==> src/rtl/digit_code_lock.sv <==
// digit_code_lock: serial digit-code checker with a try limit and a timed lockout.
// Digits arrive one per enter strobe. A sticky mismatch flag carries earlier
// digit errors through to the final-digit decision, so the result is only
// revealed once the whole code has been entered.
module digit_code_lock #(
  parameter int                          DIGITS         = 4,
  parameter int                          DIGIT_W        = 4,
  parameter logic [DIGITS*DIGIT_W-1:0]   CODE           = 16'h1234,
  parameter int                          MAX_TRIES      = 3,
  parameter int                          UNLOCK_CYCLES  = 50000000,
  parameter int                          LOCKOUT_CYCLES = 250000000
) (
  input  logic                             clk,
  input  logic                             reset_n,
  input  logic [DIGIT_W-1:0]               digit_in,
  input  logic                             enter,
  input  logic                             clear,
  output logic                             unlocked,
  output logic                             fail,
  output logic                             locked_out,
  output logic [$clog2(DIGITS+1)-1:0]      digit_count,
  output logic [$clog2(MAX_TRIES+1)-1:0]   tries_left
);

  localparam int CW   = $clog2(DIGITS+1);
  localparam int TRW  = $clog2(MAX_TRIES+1);
  localparam int TMAX = (UNLOCK_CYCLES > LOCKOUT_CYCLES) ? UNLOCK_CYCLES : LOCKOUT_CYCLES;
  localparam int TW   = $clog2(TMAX+1);

  typedef enum logic [1:0] {ENTRY, UNLOCK, LOCKOUT} state_t;

  state_t                          state, state_n;
  logic [CW-1:0]                   cnt_n;
  logic [TRW-1:0]                  tries_n;
  logic                            mism, mism_n;
  logic                            fail_n;
  logic [TW-1:0]                   timer, timer_n;
  logic [DIGITS-1:0][DIGIT_W-1:0]  code_dig;
  logic [DIGIT_W-1:0]              ref_dig;
  logic                            hit, last;

  // Unpack the reference code; index 0 is the most-significant slice.
  for (genvar i = 0; i < DIGITS; i++) begin : g_dig
    assign code_dig[i] = CODE[(DIGITS-1-i)*DIGIT_W +: DIGIT_W];
  end

  // Select the reference digit for the current position (loop avoids an index width mismatch).
  always_comb begin
    ref_dig = '0;
    for (int i = 0; i < DIGITS; i++)
      if (digit_count == CW'(i)) ref_dig = code_dig[i];
  end

  assign hit  = (digit_in == ref_dig);
  assign last = (digit_count == CW'(DIGITS-1));

  // State and datapath registers; reset aborts any attempt, unlock or lockout.
  always_ff @(posedge clk or negedge reset_n) begin
    if (!reset_n) begin
      state       <= ENTRY;
      digit_count <= '0;
      tries_left  <= TRW'(MAX_TRIES);
      mism        <= 1'b0;
      fail        <= 1'b0;
      timer       <= '0;
    end else begin
      state       <= state_n;
      digit_count <= cnt_n;
      tries_left  <= tries_n;
      mism        <= mism_n;
      fail        <= fail_n;
      timer       <= timer_n;
    end
  end

  // Next-state logic. Timers load N-1 on entry so the state lasts exactly N cycles.
  always_comb begin
    state_n = state;
    cnt_n   = digit_count;
    tries_n = tries_left;
    mism_n  = mism;
    timer_n = timer;
    fail_n  = 1'b0;
    unique case (state)
      ENTRY: begin
        if (clear) begin
          cnt_n  = '0;
          mism_n = 1'b0;
        end else if (enter) begin
          if (!last) begin
            cnt_n  = digit_count + CW'(1);
            mism_n = mism | ~hit;
          end else begin
            cnt_n  = '0;
            mism_n = 1'b0;
            if (hit && !mism) begin
              state_n = UNLOCK;
              timer_n = TW'(UNLOCK_CYCLES-1);
              tries_n = TRW'(MAX_TRIES);
            end else if (tries_left > TRW'(1)) begin
              fail_n  = 1'b1;
              tries_n = tries_left - TRW'(1);
            end else begin
              fail_n  = 1'b1;
              tries_n = '0;
              state_n = LOCKOUT;
              timer_n = TW'(LOCKOUT_CYCLES-1);
            end
          end
        end
      end
      UNLOCK: begin
        if (timer == '0) begin
          state_n = ENTRY;
          cnt_n   = '0;
        end else begin
          timer_n = timer - TW'(1);
        end
      end
      LOCKOUT: begin
        if (timer == '0) begin
          state_n = ENTRY;
          tries_n = TRW'(MAX_TRIES);
        end else begin
          timer_n = timer - TW'(1);
        end
      end
      default: state_n = ENTRY;
    endcase
  end

  assign unlocked   = (state == UNLOCK);
  assign locked_out = (state == LOCKOUT);

endmodule

==> config.mk <==
export PLATFORM = sky130hd
export DESIGN_NAME = digit_code_lock
export DESIGN_NICKNAME = d
export VERILOG_FILES = /design/src/rtl/digit_code_lock.sv
export SDC_FILE = /design/constraint.sdc
export NUM_CORES = 1
export LEC_CHECK = 0
export CAP_MARGIN = 0
export CORE_MARGIN = 2
export CORE_UTILIZATION = 35
export DETAILED_ROUTE_END_ITERATION = 16
export PLACE_DENSITY = 0.6
export RECOVER_POWER = 100
export SYNTH_ARGS = -nofsm -noshare
export SYNTH_HDL_FRONTEND = slang
export SYNTH_SLANG_ARGS = --single-unit
==> constraint.sdc <==
create_clock -name clk -period 3.2 [get_ports clk]
set_clock_uncertainty 0.1 [all_clocks]
set_input_delay 0.64 -clock clk [delete_from_list [all_inputs] [get_ports clk]]
set_output_delay 0.64 -clock clk [all_outputs]
set_load 0.03 [all_outputs]
# Word level (Yosys, flattened, before mapping)
# Cells that the tools add are included.
[classes]
n_lt_le_gt_ge = 1
mux = 38
addsub = 3
bitwise_logic = 2
eq_ne = 15
reduce_logical = 15
[op_table]
columns = ["cell", "count"]
rows = [
  ["$mux W28", 6],
  ["$pmux W28 S2", 1],
  ["$logic_not A28 Y1", 1],
  ["$sub A28 B1 Y28 const B", 1],
  ["$mux W2", 13],
  ["$mux W3", 4],
  ["$reduce_and A5 Y1", 2],
  ["$mux W1", 9],
  ["$mux W4", 2],
  ["$ne A2 B2 Y1 const B", 4],
  ["$pmux W2 S2", 2],
  ["$reduce_bool A2 Y1", 4],
  ["$eq A3 B2 Y1 const B", 2],
  ["$ne A2 B1 Y1 const B", 3],
  ["$ne A3 B3 Y1 const B", 2],
  ["$pmux W3 S2", 1],
  ["$reduce_and A6 Y1", 1],
  ["$eq A4 B4 Y1", 1],
  ["$add A3 B1 Y3 const B", 1],
  ["$eq A3 B1 Y1 const B", 1],
  ["$logic_not A3 Y1", 1],
  ["$reduce_and A3 Y1", 1],
  ["$eq A2 B1 Y1 const B", 1],
  ["$eq A2 B2 Y1 const B", 1],
  ["other kinds (9)", 9],
]
[word_totals]
out_inout_bits = 8
reg_bits = 37
in_bits = 8

# Longest topological paths before layout
# Gate-level depths: netlist (run 1).
[logic_depth]
ltp_word = 12
depth_mapped = 9
mapped_depth_nobuf = 8

# Least setup slack after synthesis (run 1)
# Ideal clock, no wire load.
[synth_path]
path_type = "register to register"
start = "reg digit_count[1]"
end = "reg timer[18]"
path_slack_ps = 296
synth_period_minus_slack_ps = 2904
n_path_buf = 0
t_required_ps = 2974
t_arrival_ps = 2678
stages_incl_launch_ff = 8
setup_ps = 126
cell_sequence = "dfrtp_1 ha_1 nor2b_1 xnor2_1 nand4_1 o31ai_1 nand2_1 a221o_1"
[synth_between]
elab_chain_len = 12
elab_cells_between_ends = 18
classes_between = "eq/ne: 6; mux: 9; reduce/logical: 3"
[synth_lines]
columns = ["item", "line", "rtl"]
rows = [
  ["start: declaration", "21", "output logic [$clog2(DIGITS+1)-1:0] digit_count,"],
  ["start signal: assignment", "68", "digit_count <= cnt_n;"],
  ["$logic_not A3 Y1", "51", "if (digit_count == CW'(i)) ref_dig = code_dig[i];"],
  ["$mux W1", "51", ""],
  ["$mux W2", "51", ""],
  ["$mux W4 (2 in a row)", "51", ""],
  ["$eq A4 B4 Y1", "54", "assign hit = (digit_in == ref_dig);"],
  ["$logic_and A1 B1 Y1", "96", "if (hit && !mism) begin"],
  ["$mux W28", "96", ""],
  ["$mux W28", "90", "if (!last) begin"],
  ["$mux W28", "89", "end else if (enter) begin"],
  ["$mux W28", "86", "if (clear) begin"],
  ["$pmux W28 S2", "84", "unique case (state)"],
  ["end signal: assignment", "72", "timer <= timer_n;"],
  ["end: declaration", "37", "logic [TW-1:0] timer, timer_n;"],
]
# Several ways; a longest one is shown, not always the timed one. The select of a mux whose other input is x is not followed.
# A chain may end at the register's enable or synchronous reset.

# Worst setup path after layout (run 1)
[layout_path]
start = "reg timer[12]"
end = "reg tries_left[0]"
[layout_between]
elab_chain_len = 3
[layout_lines]
columns = ["item", "line", "rtl"]
rows = [
  ["$logic_not A28 Y1", "121", "if (timer == '0) begin"],
  ["$ne A2 B1 Y1 (no source line)", "-", ""],
  ["$reduce_and A5 Y1 (no source line)", "-", ""],
  ["end signal: assignment", "62", "tries_left <= TRW'(MAX_TRIES);"],
  ["end signal: assignment", "69", "tries_left <= tries_n;"],
  ["end: declaration", "22", "output logic [$clog2(MAX_TRIES+1)-1:0] tries_left"],
]
# No other way between the ends.

==> results of run 1 <==
kinds of logic after synthesis:
| logic type | after synthesis | synth area share (%) |
|---|---|---|
| buffers and inverters | 23 | 3.58 |
| and+or+nand+nor | 121 | 27.4 |
| AOI/OAI and AO/OA | 82 | 25.4 |
| muxes | 2 | 0.870 |
| DFF | 37 | 38.0 |
| adders and majority gates | 8 | 4.09 |
| xor gates and xnor gates | 2 | 0.716 |
flip-flops by register name, summed over array words and instances (netlist names):
name	cells
timer	28
digit_count	3
state	2
tries_left	2
fail	1
mism	1
metrics by stage:
stage / cells / hold slack, ns / utilization, % / cell area, sq um
after floorplan: 275 / 0.244 / - / 2450
after global placement: 388 / 0.400 / 40.7 / 2770
after detailed placement: 388 / 0.405 / 40.7 / 2770
after CTS: 396 / 0.383 / 42.2 / 2870
after global routing: 396 / 0.436 / 41.8 / 2840
final: 396 / 0.422 / 41.8 / 2840
where the power goes:
part | internal, W | switching, W
Clock | 0.000195 | 0.000171
Sequential | 0.000469 | 0.000000988
Combinational | 0.0000104 | 0.0000173
worst max-delay path, delay by kind of cell (launching register included):
kind	cells	cell delay (ns)
compound gates	3	0.61
flops	1	0.45
simple gates	3	1.80
cells in the final DEF (no fill, tap or decap), types with 3 or more instances in the layout:
cell type        instances
clkbuf_8                 7
nand3b_1                 6
o31ai_1                  4
or2_2                    4
nand2_1                 24
o21ai_0                 23
inv_1                   12
clkbuf_1                 3
dlygate4sd3_1            8
o32ai_1                  3
nor2_1                  15
dfrtp_1                 35
o21a_1                   3
o31a_1                   3
a22o_1                   3
nand2b_1                 7
a21oi_1                  4
nor3_1                  22
a31oi_1                  3
nor2b_1                  3
a2bb2oi_1               10
ha_1                     8
a211oi_1                 4
or4_1                    8
nand3_1                  7
buf_4                   10
clkdlybuf4s50_1          6
nand4_1                  5
o21ai_1                  3
or3_1                    6
layout make-up:
type	instances	area (sq um)	share of cell area, %
multi-input combinational	215	1410	49.8
sequential	37	928	32.7
timing repair buffer	28	231	8.15
tap	96	120	4.23
clock buffer	7	96.3	3.39
inverter	12	45.0	1.59
clock inverter	1	5.00	0.176
layer usage:
metal	wire, um	vias to the layer above	part of all wire (%)	global-route usage (%)
met5	0	-	0	0
met4	99	0	1.7	5.87
met3	228	10	3.8	3.20
met2	2660	39	44	26.4
met1	3000	1092	50	24.7
li1	-	1100	-	-
final timing paths:
kind / slack [ns] / cells after the start / startpoint / end
max: 0.16 / 6 / timer[12] / tries_left[0]
min: 0.42 / 1 / mism / mism
max reg2reg: 0.16 / 6 / timer[12] / tries_left[0]
min reg2reg: 0.42 / 1 / mism / mism
max in group asynchronous: 1.06 / 1 / reset_n / timer[17]
min in group asynchronous: 0.80 / 1 / reset_n / timer[7]
==> out/metrics.csv, run 1 <==
metric,value,unit
num_vias,2241,
cap_violations,1,
die-area,0.00767,sq mm
crit_fanout,7,
layout.nets,315,
syn_to_final_growth,16.1,%
n_fill_cell,682,
cts-resized-gates,0,
max-vdd-ir-drop,0.162,mV
grt_pass1_wl,10500,um
cts-root-buf,clkbuf_8,
cpMostUsedCell,or4_1,
crit_path_end_kind,flop,
antenna_cells,0,
slew_violations,38,
first_pass_iters,5,
antenna_found_initial,0,
yosys.area.top_type_share,35.8,%
start_util,36.0,%
ys_top_cells_by_count,"dfrtp_1 (35), nand2_1 (24), nor3_1 (22), o21ai_0 (22), nor2_1 (15)",
grt_pass1_vias,2150,
synth.most_common_cell,dfrtp_1,
ys_warn_count,0,
rsz0062_at_grt,false,
required,3.32,ns
totalPowerFinal,0.000863,W
critical_path.max_stage_delay,0.62,ns
path_class,reg -> reg,
drc,0,
synth_cell_types,55,
die_h,87.6,um
setup_viol,0,
postCtsSetupBuffers,0,
violations,"max-capacitance violations, max-slew violations",
synth-seq-cells,37,
wl_per_cell,15.1,um
cts_sinks,37,
fin_crit,3.04,ns
max_freq,0.329,GHz
rows,30,
p_leak,1.19,nW
core_area,0.00679,sq mm
grt_max_degree,38,
die_x,87.6,um
start_kind,flop,
holdBufCountCts,0,
hold_viol_final,0,
synth.yosys.seq_area_share,38.0,%
postSynthAreaPerCell,8.89,sq um
async_reset_ff_share,100,%
numPortBuffers,15,
gp_congestion,0.838,
synthesis.area,0.00245,sq mm
synth_top_cell_by_area,dfrtp_1,
routed_wirelength,5990,um
slowest_stage,or4_1,
outcome,"finished, violations left",
track_usage,17.3,%
tritoncts,built,
fin_tns_setup,0,ns
syn_inst,275,
crit_arrival,3.16,ns
setup_slack,0.163,ns
pre_cts_slack,0.0603,ns
worstPathCellList,or4_1 > or4_1 > or4_1 > a22o_1 > a2111oi_4 > a21oi_1,
clkSlewWorstSetupHoldPaths,0.08,ns
dominantRegCellSynth,dfrtp_1,
cts_buffers,5,
tightest_slew,1.99,ns
clkLatencyLatePin,0.30,ns
synth_edf_count,0,
grt-ovfl-total,0,
fin_crit_sh,94.9,%
layout-drive-gt1-share,9.67,%
drtIter0Drc,189,
hpwlAfterDp,4240,um
pin_count,16,
slew_headroom,-32.5,%
htreeDepth,2,
p_per_area,304,mW/mm^2
ant_nets,0,
vias_per_cell,5.66,
ys_top_cells_by_area,"dfrtp_1 (36%), nor3_1 (4.5%), o21ai_0 (4.5%), ha_1 (4.1%), nand2_1 (3.7%)",
clk_path_buf_depth,2,
hp-class,reg -> reg,
syn-num-nets,291,
(Power assumes the default switching activity.)
==> run 2: changes to the inputs <==
--- a/config.mk
+++ b/config.mk
@@ -5,12 +5,12 @@
 export SDC_FILE = /design/constraint.sdc
 export NUM_CORES = 1
 export LEC_CHECK = 0
-export CAP_MARGIN = 0
 export CORE_MARGIN = 2
 export CORE_UTILIZATION = 35
 export DETAILED_ROUTE_END_ITERATION = 16
 export PLACE_DENSITY = 0.6
 export RECOVER_POWER = 100
+export SETUP_SLACK_MARGIN = 0.05
 export SYNTH_ARGS = -nofsm -noshare
 export SYNTH_HDL_FRONTEND = slang
 export SYNTH_SLANG_ARGS = --single-unit
==> run 2 against run 1 <==
  * The run still ends with max-capacitance violations, max-slew violations left
  * Cell area grew 0.35%
  * Routed wire length grew 0.63%
  * Global-route usage is the same
  * Via count grew 0.40%
  * Register-to-register slack gained 0.04 ns
  * Non-clock buffer count is the same
  * Critical path type unchanged
  * Largest power group unchanged
  * Highest routed layer unchanged
==> out/metrics.csv, run 2 (synthesis gave the netlist of run 1 again) <==
metric,value,unit,change
outcome,"finished, violations left",,unchanged
violations,"max-capacitance violations, max-slew violations",,unchanged
cts_sinks,37,,unchanged
cpMostUsedCell,or4_1,,unchanged
cts_buffers,5,,unchanged
cts-root-buf,clkbuf_8,,unchanged
first_pass_iters,4,,was 5
start_kind,flop,,unchanged
hold_viol_final,0,,unchanged
fin_crit_sh,93.7,%,was 94.9%
grt-ovfl-total,0,,unchanged
core_area,0.00679,sq mm,unchanged
tightest_slew,2.00,ns,was 1.99 ns
antenna_found_initial,0,,unchanged
htreeDepth,2,,unchanged
cts-resized-gates,0,,unchanged
slew_headroom,-33.2,%,was -32.5%
pin_count,16,,unchanged
slowest_stage,or4_1,,unchanged
start_util,36.0,%,unchanged
required,3.29,ns,was 3.32 ns
crit_path_end_kind,flop,,unchanged
gp_congestion,0.838,,unchanged
antenna_cells,0,,unchanged
crit_arrival,3.08,ns,was 3.16 ns
syn_to_final_growth,16.5,%,was 16.1%
wl_per_cell,15.2,um,was 15.1 um
postCtsSetupBuffers,0,,unchanged
final_cell_mix,"dfrtp_1 (35), nand2_1 (24), o21ai_0 (23)",,unchanged
p_per_area,303,mW/mm^2,was 304 mW/mm^2
grt_pass1_wl,10500,um,unchanged
max-vdd-ir-drop,0.162,mV,about the same
num_vias,2250,,was 2241
tritoncts,built,,unchanged
clk_path_buf_depth,2,,unchanged
n_fill_cell,678,,was 682
numPortBuffers,15,,unchanged
drtIter0Drc,161,,was 189
max_freq,0.334,GHz,was 0.329 GHz
largest_register,timer,,unchanged
crit_fanout,7,,unchanged
clkLatencyLatePin,0.30,ns,about the same
drc,0,,unchanged
routed_wirelength,6030,um,was 5990 um
fin_tns_setup,0,ns,unchanged
path_class,reg -> reg,,unchanged
p_leak,1.20,nW,was 1.19 nW
totalPowerFinal,0.000863,W,about the same
clkSlewWorstSetupHoldPaths,0.08,ns,about the same
multiInputGateArea,0.00142,sq mm,was 0.00141 sq mm
fin_crit,3.00,ns,was 3.04 ns
layout.nets,315,,unchanged
setup_viol,0,,unchanged
hp-class,reg -> reg,,unchanged
rsz0062_at_grt,false,,unchanged
grt_pass1_vias,2150,,unchanged
mostFrequentLayoutCell,dfrtp_1,,unchanged
cap_violations,1,,unchanged
die_h,87.6,um,unchanged
ant_nets,0,,unchanged
largest_reg_flops,28,,unchanged
hpwlAfterDp,4240,um,unchanged
critical_path.max_stage_delay,0.62,ns,about the same
cp_top_family,simple AND/OR/NAND/NOR gates,,unchanged
critPathBufInv,0,,unchanged
slew_violations,38,,unchanged
grt_max_degree,38,,unchanged
holdBufCountCts,0,,unchanged
die_x,87.6,um,unchanged
vias_per_cell,5.68,,was 5.66
worstPathCellList,or4_1 > or4_1 > o41a_1 > o31a_1 > and2_1 > a311oi_1,,was or4_1 > or4_1 > or4_1 > a22o_1 > a2111oi_4 > a21oi_1
largestRegisters,"timer x28, digit_count x3",,unchanged
die-area,0.00767,sq mm,unchanged
ff_latch_area,928,sq um,unchanged
layout-drive-gt1-share,10.7,%,was 9.67%
rows,30,,unchanged
track_usage,17.3,%,unchanged
==> run 2: final cells by class <==
type / instances / share of cell area, %
multi-input cells: 215 / 49.8
flip-flops and latches: 37 / 32.6
repair buffers: 28 / 8.25
well taps: 96 / 4.21
clock buffers: 7 / 3.38
inverters: 12 / 1.58
clock inverters: 1 / 0.176
==> run 2: worst paths after layout <==
check / to / slack, ns / from / cells after the start
hold / removal: mism / 0.42 / mism / 1
min in group asynchronous: timer[7] / 0.80 / reset_n / 1
hold reg to reg: mism / 0.42 / mism / 1
max in group asynchronous: timer[17] / 1.05 / reset_n / 1
setup reg to reg: timer[14] / 0.20 / timer[12] / 6
setup / recovery: timer[14] / 0.20 / timer[12] / 6
==> run 2: routing by layer <==
layer | part of all wire (%) | routed length [um] | vias to the layer above | GRT usage (%)
li1 | - | - | 1099 | -
met1 | 49 | 2960 | 1089 | 24.7
met2 | 44 | 2670 | 52 | 26.4
met3 | 4.9 | 297 | 10 | 3.20
met4 | 1.6 | 96 | 0 | 5.87
met5 | 0 | 0 | - | 0
==> run 2: stage by stage <==
step           area [sq um]  worst slack (ns)  utilization [%]  hold WS, ns  instances
4_1_cts                2870             0.251             42.2        0.383        396
3_5_place_dp           2770            0.0603             40.7        0.405        388
6_report               2850             0.202             42.0        0.421        396
5_1_grt                2850            0.0870             42.0        0.436        396
2_1_floorplan          2450             0.296                -        0.244        275
3_3_place_gp           2770            0.0784             40.7        0.400        388
==> run 2: worst reg2reg max path, cell delays in order (launching register included) <==
cell and delay, ns:
dfrtp_1 0.45, or4_1 0.62, or4_1 0.62, o41a_1 0.40, o31a_1 0.19, and2_1 0.23
a311oi_1 0.29
==> run 2: report_power, final <==
part	internal, W	switching, W
clock network	0.000195	0.000171
registers	0.000469	0.000000984
logic	0.0000104	0.0000174
total	0.000674	0.000189
==> run 3: changes to the inputs <==
--- a/config.mk
+++ b/config.mk
@@ -10,7 +10,6 @@
 export DETAILED_ROUTE_END_ITERATION = 16
 export PLACE_DENSITY = 0.6
 export RECOVER_POWER = 100
-export SETUP_SLACK_MARGIN = 0.05
 export SYNTH_ARGS = -nofsm -noshare
 export SYNTH_HDL_FRONTEND = slang
 export SYNTH_SLANG_ARGS = --single-unit
==> results of run 3 <==
Same layout as run 1: the final DEF is identical, and so are final timing and power.
